<file path="src/rtl/draw_layer_arbiter.sv">
// Fixed-priority pixel arbiter for four sprite layers over the background, with
// per-frame collision detection reported as one-cycle pulses after each frame start.
module draw_layer_arbiter #(
  parameter logic [7:0] TRANSPARENT_COLOR = 8'hFF
) (
  input  logic       clk,
  input  logic       resetN,
  input  logic       startOfFrame,
  input  logic       collisionEn,
  input  logic [3:0] drawReq,
  input  logic [7:0] missileRGB,
  input  logic [7:0] bombRGB,
  input  logic [7:0] alienRGB,
  input  logic [7:0] playerRGB,
  input  logic [7:0] BG_RGB,
  input  logic       boardersDrawReq,
  output logic [7:0] RGBOut,
  output logic [2:0] layerSel,
  output logic       alienHit,
  output logic       playerHit,
  output logic       alienAtBorder,
  output logic       playerAtBorder
);

  typedef enum logic [1:0] {
    WAIT_SOF,
    COLLECT,
    REPORT
  } state_t;

  state_t     state_q, state_d;
  logic [3:0] eff;
  logic [7:0] rgb_d, rgb_q;
  logic [2:0] sel_d, sel_q;
  // Overlap/flag bit order: [0]=alienHit [1]=playerHit [2]=alienAtBorder [3]=playerAtBorder
  logic [3:0] ovl, ovl_g;
  logic [3:0] flags_d, flags_q;
  logic [3:0] snap_d, snap_q;
  logic [3:0] pulse_d, pulse_q;

  always_comb begin
    eff[0] = drawReq[0] && (missileRGB != TRANSPARENT_COLOR);
    eff[1] = drawReq[1] && (bombRGB    != TRANSPARENT_COLOR);
    eff[2] = drawReq[2] && (alienRGB   != TRANSPARENT_COLOR);
    eff[3] = drawReq[3] && (playerRGB  != TRANSPARENT_COLOR);
  end

  always_comb begin
    rgb_d = BG_RGB;
    sel_d = 3'd4;
    if (eff[0]) begin
      rgb_d = missileRGB;
      sel_d = 3'd0;
    end else if (eff[1]) begin
      rgb_d = bombRGB;
      sel_d = 3'd1;
    end else if (eff[2]) begin
      rgb_d = alienRGB;
      sel_d = 3'd2;
    end else if (eff[3]) begin
      rgb_d = playerRGB;
      sel_d = 3'd3;
    end
  end

  always_comb begin
    ovl[0] = eff[0] & eff[2];
    ovl[1] = eff[1] & eff[3];
    ovl[2] = eff[2] & boardersDrawReq;
    ovl[3] = eff[3] & boardersDrawReq;
  end

  // On a frame boundary the finished frame's flags move to snap_q for reporting,
  // while the boundary cycle's own overlaps seed the new frame's flags.
  always_comb begin
    state_d = state_q;
    flags_d = flags_q;
    snap_d  = snap_q;
    pulse_d = '0;
    ovl_g   = collisionEn ? ovl : '0;
    case (state_q)
      WAIT_SOF: begin
        if (startOfFrame) state_d = COLLECT;
      end
      COLLECT: begin
        if (startOfFrame) begin
          state_d = REPORT;
          snap_d  = flags_q;
          flags_d = ovl_g;
        end else begin
          flags_d = flags_q | ovl_g;
        end
      end
      REPORT: begin
        pulse_d = snap_q;
        if (startOfFrame) begin
          state_d = REPORT;
          snap_d  = flags_q;
          flags_d = ovl_g;
        end else begin
          state_d = COLLECT;
          flags_d = flags_q | ovl_g;
        end
      end
      default: state_d = WAIT_SOF;
    endcase
  end

  always_ff @(posedge clk or negedge resetN) begin
    if (!resetN) begin
      state_q <= WAIT_SOF;
      rgb_q   <= '0;
      sel_q   <= 3'd4;
      flags_q <= '0;
      snap_q  <= '0;
      pulse_q <= '0;
    end else begin
      state_q <= state_d;
      rgb_q   <= rgb_d;
      sel_q   <= sel_d;
      flags_q <= flags_d;
      snap_q  <= snap_d;
      pulse_q <= pulse_d;
    end
  end

  assign RGBOut         = rgb_q;
  assign layerSel       = sel_q;
  assign alienHit       = pulse_q[0];
  assign playerHit      = pulse_q[1];
  assign alienAtBorder  = pulse_q[2];
  assign playerAtBorder = pulse_q[3];

endmodule

</file>
<file path="config.mk">
export PLATFORM = sky130hd
export DESIGN_NAME = draw_layer_arbiter
export DESIGN_NICKNAME = d
export VERILOG_FILES = /design/src/rtl/draw_layer_arbiter.sv
export SDC_FILE = /design/constraint.sdc
export NUM_CORES = 1
export LEC_CHECK = 0
export ABC_CLOCK_PERIOD_IN_PS = 1300
export CELL_PAD_IN_SITES_DETAIL_PLACEMENT = 1
export CELL_PAD_IN_SITES_GLOBAL_PLACEMENT = 1
export CORE_UTILIZATION = 28
export CTS_CLUSTER_DIAMETER = 40
export DETAILED_ROUTE_END_ITERATION = 8
export PLACE_DENSITY = 0.82
export SYNTH_ARGS = -nofsm -noshare
export SYNTH_HDL_FRONTEND = slang
export SYNTH_SLANG_ARGS = --single-unit
</file>
<file path="constraint.sdc">
create_clock -name clk -period 1.3 [get_ports clk]
set_input_delay 0.13 -clock clk [delete_from_list [all_inputs] [get_ports clk]]
set_output_delay 0.13 -clock clk [all_outputs]
set_load 0.02 [all_outputs]
</file>
Word-level counts from Yosys, hierarchy flattened --
Index checks and enable logic that the tools add are counted.
Operators by class: equality and inequality tests 8, reduce and logical (&&, ||, !) cells 8, muxes and demuxes 15, bitwise operators 5
Operator list (count):
- 8-bit 2-to-1 mux | 4
- 8-bit inequality test, second input constant | 4
- 3-bit 2-to-1 mux | 4
- 4-bit 2-to-1 mux | 3
- 2-bit 2-to-1 mux | 3
- 2-bit case mux with 3 select lines | 1
- 1-bit AND | 4
- 1-bit logical AND | 4
- 2-bit inequality test, second input constant | 2
- 4-bit OR | 1
- 2-bit AND reduction | 2
- 2-bit by 1-bit equality test with 1-bit output, second input constant | 1
- 2-bit equality test, second input constant | 1
- 2-bit zero test | 1
- 2-bit OR reduction | 1
Storage, ports and cells: register bits after elaboration 25, logic and storage cells 42, bits of input ports 49

Logic depth before layout (Yosys ltp) --
word-level depth 6, mapped depth 5

Worst setup path before layout --
Ideal clock, no wire load.
path kind register -> register, start point register state_q[0], end point register snap_q[0], buffers on the path 0, required time 1175 ps, setup time 125 ps, cell stages (with the launch flop) 5, arrival 1323 ps, path slack -147 ps, cells stage by stage dfrtp_1 > inv_1 > ha_1 > nand2_1 > mux2_2
On the way: word-level cells in the longest chain between the ends 3, elaborated cells on any way between the ends 4, those cells by class 2 x eq/ne; 2 x reduce/logical
RTL lines:
- start: declaration | line 31 | state_t state_q, state_d;
- start signal: assignment | line 118 | state_q <= state_d;
- 2-bit equality test or 2-bit by 1-bit equality test with 1-bit output (tied branches) | line 81 | case (state_q)
- 2-bit OR reduction (no line) *
- 2-bit AND reduction (no line) *
- end signal: assignment | line 122 | snap_q <= snap_d;
- end: declaration | line 38 | logic [3:0] snap_d, snap_q;
Every way passes the cells marked *; elsewhere a longest branch is shown, timed or not. A chain may end at the register's enable or synchronous reset.

Final worst setup path --
start point input alienRGB[2], end point register rgb_q[3], in the netlist RGBOut[3]
On the way: word-level cells in the longest chain between the ends 5
RTL lines:
- start: declaration | line 13 | input logic [7:0] alienRGB,
- 8-bit inequality test | line 44 | eff[2] = drawReq[2] && (alienRGB != TRANSPARENT_COLOR);
- 1-bit logical AND | line 44
- 8-bit 2-to-1 mux | line 57 | end else if (eff[2]) begin
- 8-bit 2-to-1 mux | line 54 | end else if (eff[1]) begin
- 8-bit 2-to-1 mux | line 51 | if (eff[0]) begin
- net rgb_d[3] | line 33 | logic [7:0] rgb_d, rgb_q;
- end signal: assignment | line 119 | rgb_q <= rgb_d;
- end: declaration | line 33
The timed path passes the listed nets, and every way through them passes these cells.

==> metrics.csv <==
metric,value,unit
outcome,"finished, violations left",
violated checks,setup timing,
final core occ,0.545,
Post-Place Cells,304,
first-pass GRT wire length,7.98,mm
worst reg-to-reg path cell count,4,
CP max stage delay,0.49,ns
RR Endpoint,snap_q[1],
largest net degree at the start of global routing,26,
# rows,25,
vias in the first global route,1662,
Final Critical Period,1.33,ns
Root Buffer,clkbuf_8,
skew final,0.00149,ns
Finished Layout Cells,312,
vias per inst,5.16,
WP buf/inv,1,
Syn Nets,193,
Place WS,-0.343,ns
1st-pass router iterations,4,
final RePlAce weighted congestion,0.821,
M3 GR Usage,0.0316,
max-slew violations,0,
global route hottest layer,met2,
wire per inst,17.0,µm
Starting Density,0.299,
Setup WS post-layout,-0.0328,ns
Crit. End Element,flop,
Total Neg Setup Slack,-0.0328,ns
core area,4850,µm²
Post-synth EDFFs,0,
period utilisation layout,1.03,
Register Area,627,µm²
DP Wirelength,3.90,mm
WP data required,1.44,ns
die width,73.9,µm
CP startpoint kind,primary input,
hold buffers post-CTS,0,
RR Startpoint,state_q[0],
clk_lat worst skew,0.27,ns
Max Cap Viol,0,
crit path DAT,1.48,ns
Synth Flop Type,dfrtp_1,
reg2reg setup slack,0.01,ns
gr ovfl total,0,
Pwr Density,1120,nW/µm²
Area growth syn-to-layout,82.4,%
Leak,1.25,nW
Max Freq,0.750,GHz
Final ANT Viol Nets,0,
final setup fails,1,
worst vdd ir,0.552,mV
CTS HTree Levels,1,
die span in y,73.9,µm
Crit Path Max Fanout,9,
layout cell share with drive strength beyond 1,0.294,
Hold Path Class,primary input to asynchronous set/reset pin,
initial antenna violation count,0,
clk buf depth,2,
Total GRT Usage,0.190,
kind of critical path,primary input to flop,
slew of the pin with the lowest slew margin,0.308,ns
Synth Instances,140,
grt met2 use,0.324,
Antenna diodes,0,
1st-iter DRT viols,64,
"FFs w/ async S/R, synth",1.00,
Final Hold Viols,0,
Synth Register Bits,25,
CTS tree,built,
NumNets Final,299,
sequential area share after synthesis,0.433,
worst rel slew slack,0.794,
M1 GR Usage,0.256,
Port Buffer Count,63,
vias,1609,
multi-input logic area,853,µm²
CP Cell Sequence,clkdlybuf4s50_1 -> nand4_1 -> o21a_4 -> o221ai_1 -> a32oi_1,
CTS buffer count,3,
TritonCTS Sinks,25,
I/O pin cnt,64,
Filler cells,551,
Clock transition at path regs,0.09,ns
yosys warns,0,
"delay-heaviest family, CP",compound AO/OA/AOI/OAI gates,
DRC violations left,0,
CP max-delay cell,clkdlybuf4s50_1,
area of the die,5460,µm²
drt total wl,5.32,mm
post-synthesis cell type count,30,
Netlist Area Pre-Place,1450,µm²
Mean Syn Cell Area,10.3,µm²
RSZ-0062 raised after global routing,true,
-- power breakdown --
part / total [W] / leakage (nW) / internal, W / switching, W
clock: 0.000464 / 0.0228 / 0.000219 / 0.000245
combinational: 0.00142 / 0.913 / 0.000801 / 0.000624
sequential: 0.00108 / 0.312 / 0.000973 / 0.000104
total: 0.00297 / 1.25 / 0.00199 / 0.000973
-- cells in the mapped netlist, drive strengths merged (2+ instances only) --
library cell	number	area [µm²]
dfrtp	24	601
nor2	5	18.8
o221ai	8	70.1
ha	4	50.1
nand4	6	43.8
and4	2	20.0
mux2	4	45.0
a32oi	8	70.1
mux2i	8	80.1
buf	5	40.0
and4b	8	80.1
inv	11	41.3
o21a	2	15.0
a21oi	10	50.1
a32o	2	20.0
nand2	14	52.6
o21ai	7	38.8
and2	5	31.3
-- through the flow --
stage | power, W | hold slack, ns | cell area [µm²]
3_5_place_dp | 0.00233 | 0.471 | 2450
2_1_floorplan | 0.00167 | -0.166 | 1460
6_report | 0.00297 | 0.205 | 2640
5_1_grt | 0.00314 | 0.207 | 2640
4_1_cts | 0.00287 | 0.208 | 2510
3_3_place_gp | 0.00228 | 0.460 | 2450
-- flip-flops by register name, indices dropped and copies added (netlist names) --
| register | cells |
|---|---|
| pulse_q | 4 |
| RGBOut | 8 |
| flags_q | 4 |
| snap_q | 4 |
| layerSel | 3 |
| state_q | 2 |
-- layout by cell type, fill, tap and decap left out, types with 2 or more instances in the layout --
| cell type | instances |
|---|---|
| dfrtp_1 | 24 |
| inv_2 | 2 |
| clkbuf_8 | 3 |
| o21ai_1 | 2 |
| buf_12 | 2 |
| o21ai_0 | 4 |
| o221ai_1 | 4 |
| mux2_4 | 4 |
| dlygate4sd2_1 | 18 |
| nand2_1 | 13 |
| and4b_1 | 8 |
| inv_1 | 9 |
| and4_4 | 2 |
| and2_1 | 5 |
| dlymetal6s2s_1 | 5 |
| mux2i_1 | 7 |
| o221ai_2 | 4 |
| ha_2 | 2 |
| nand4_1 | 5 |
| a21oi_1 | 9 |
| buf_4 | 39 |
| a32oi_1 | 7 |
| a32o_1 | 2 |
| clkdlybuf4s50_1 | 40 |
| nor2_1 | 5 |
-- routing by layer --
layer / share of wire / wire, µm
met2: 0.52 / 2780
met4: 0.023 / 121
met1: 0.41 / 2170
met3: 0.047 / 252
met5: 0 / 0
-- worst reg2reg max path: cells and delay by family (launching register included) --
kind / cells / cell delay (ns)
adder cells (fa/ha/maj): 1 / 0.30
multiplexers: 1 / 0.31
AND/OR/NAND/NOR: 1 / 0.08
flip-flops: 1 / 0.41
buffers and inverters: 1 / 0.08
-- timing repair --
item	CTS	global route
endpoints found under the setup margin	23	18
pin swaps	3	9
cloned	0	1
buffers inserted	1	2
resized for setup	24	24
-- kinds of logic after synthesis --
kind of cell | synth area share
and+or+nand+nor | 0.184
muxes | 0.0864
DFF | 0.433
buffers and inverters | 0.0562
adders and majority gates | 0.0346
AOI/OAI and AO/OA | 0.206
-- area by class of cell --
cell class	count	area share
Inverter	11	0.0156
Timing Repair Buffer	106	0.375
Multi-Input combinational cell	99	0.323
Tap cell	67	0.0318
Sequential cell	25	0.237
Clock buffer	4	0.0171
-- worst max-delay path by stage --
stage           startpoint        end  slack [ns]  depth (start not counted)
5_1_grt        alienRGB[7]  RGBOut[3]       -0.07                          5
2_1_floorplan   state_q[0]  snap_q[0]       0.003                          4
3_3_place_gp    bombRGB[6]  RGBOut[0]       -0.30                          6
3_5_place_dp    bombRGB[6]  RGBOut[0]       -0.34                          6
6_report       alienRGB[2]  RGBOut[3]       -0.03                          5
4_1_cts         bombRGB[2]  RGBOut[0]      0.0001                          6
Note: power is estimated with default switching activity, not from simulation.
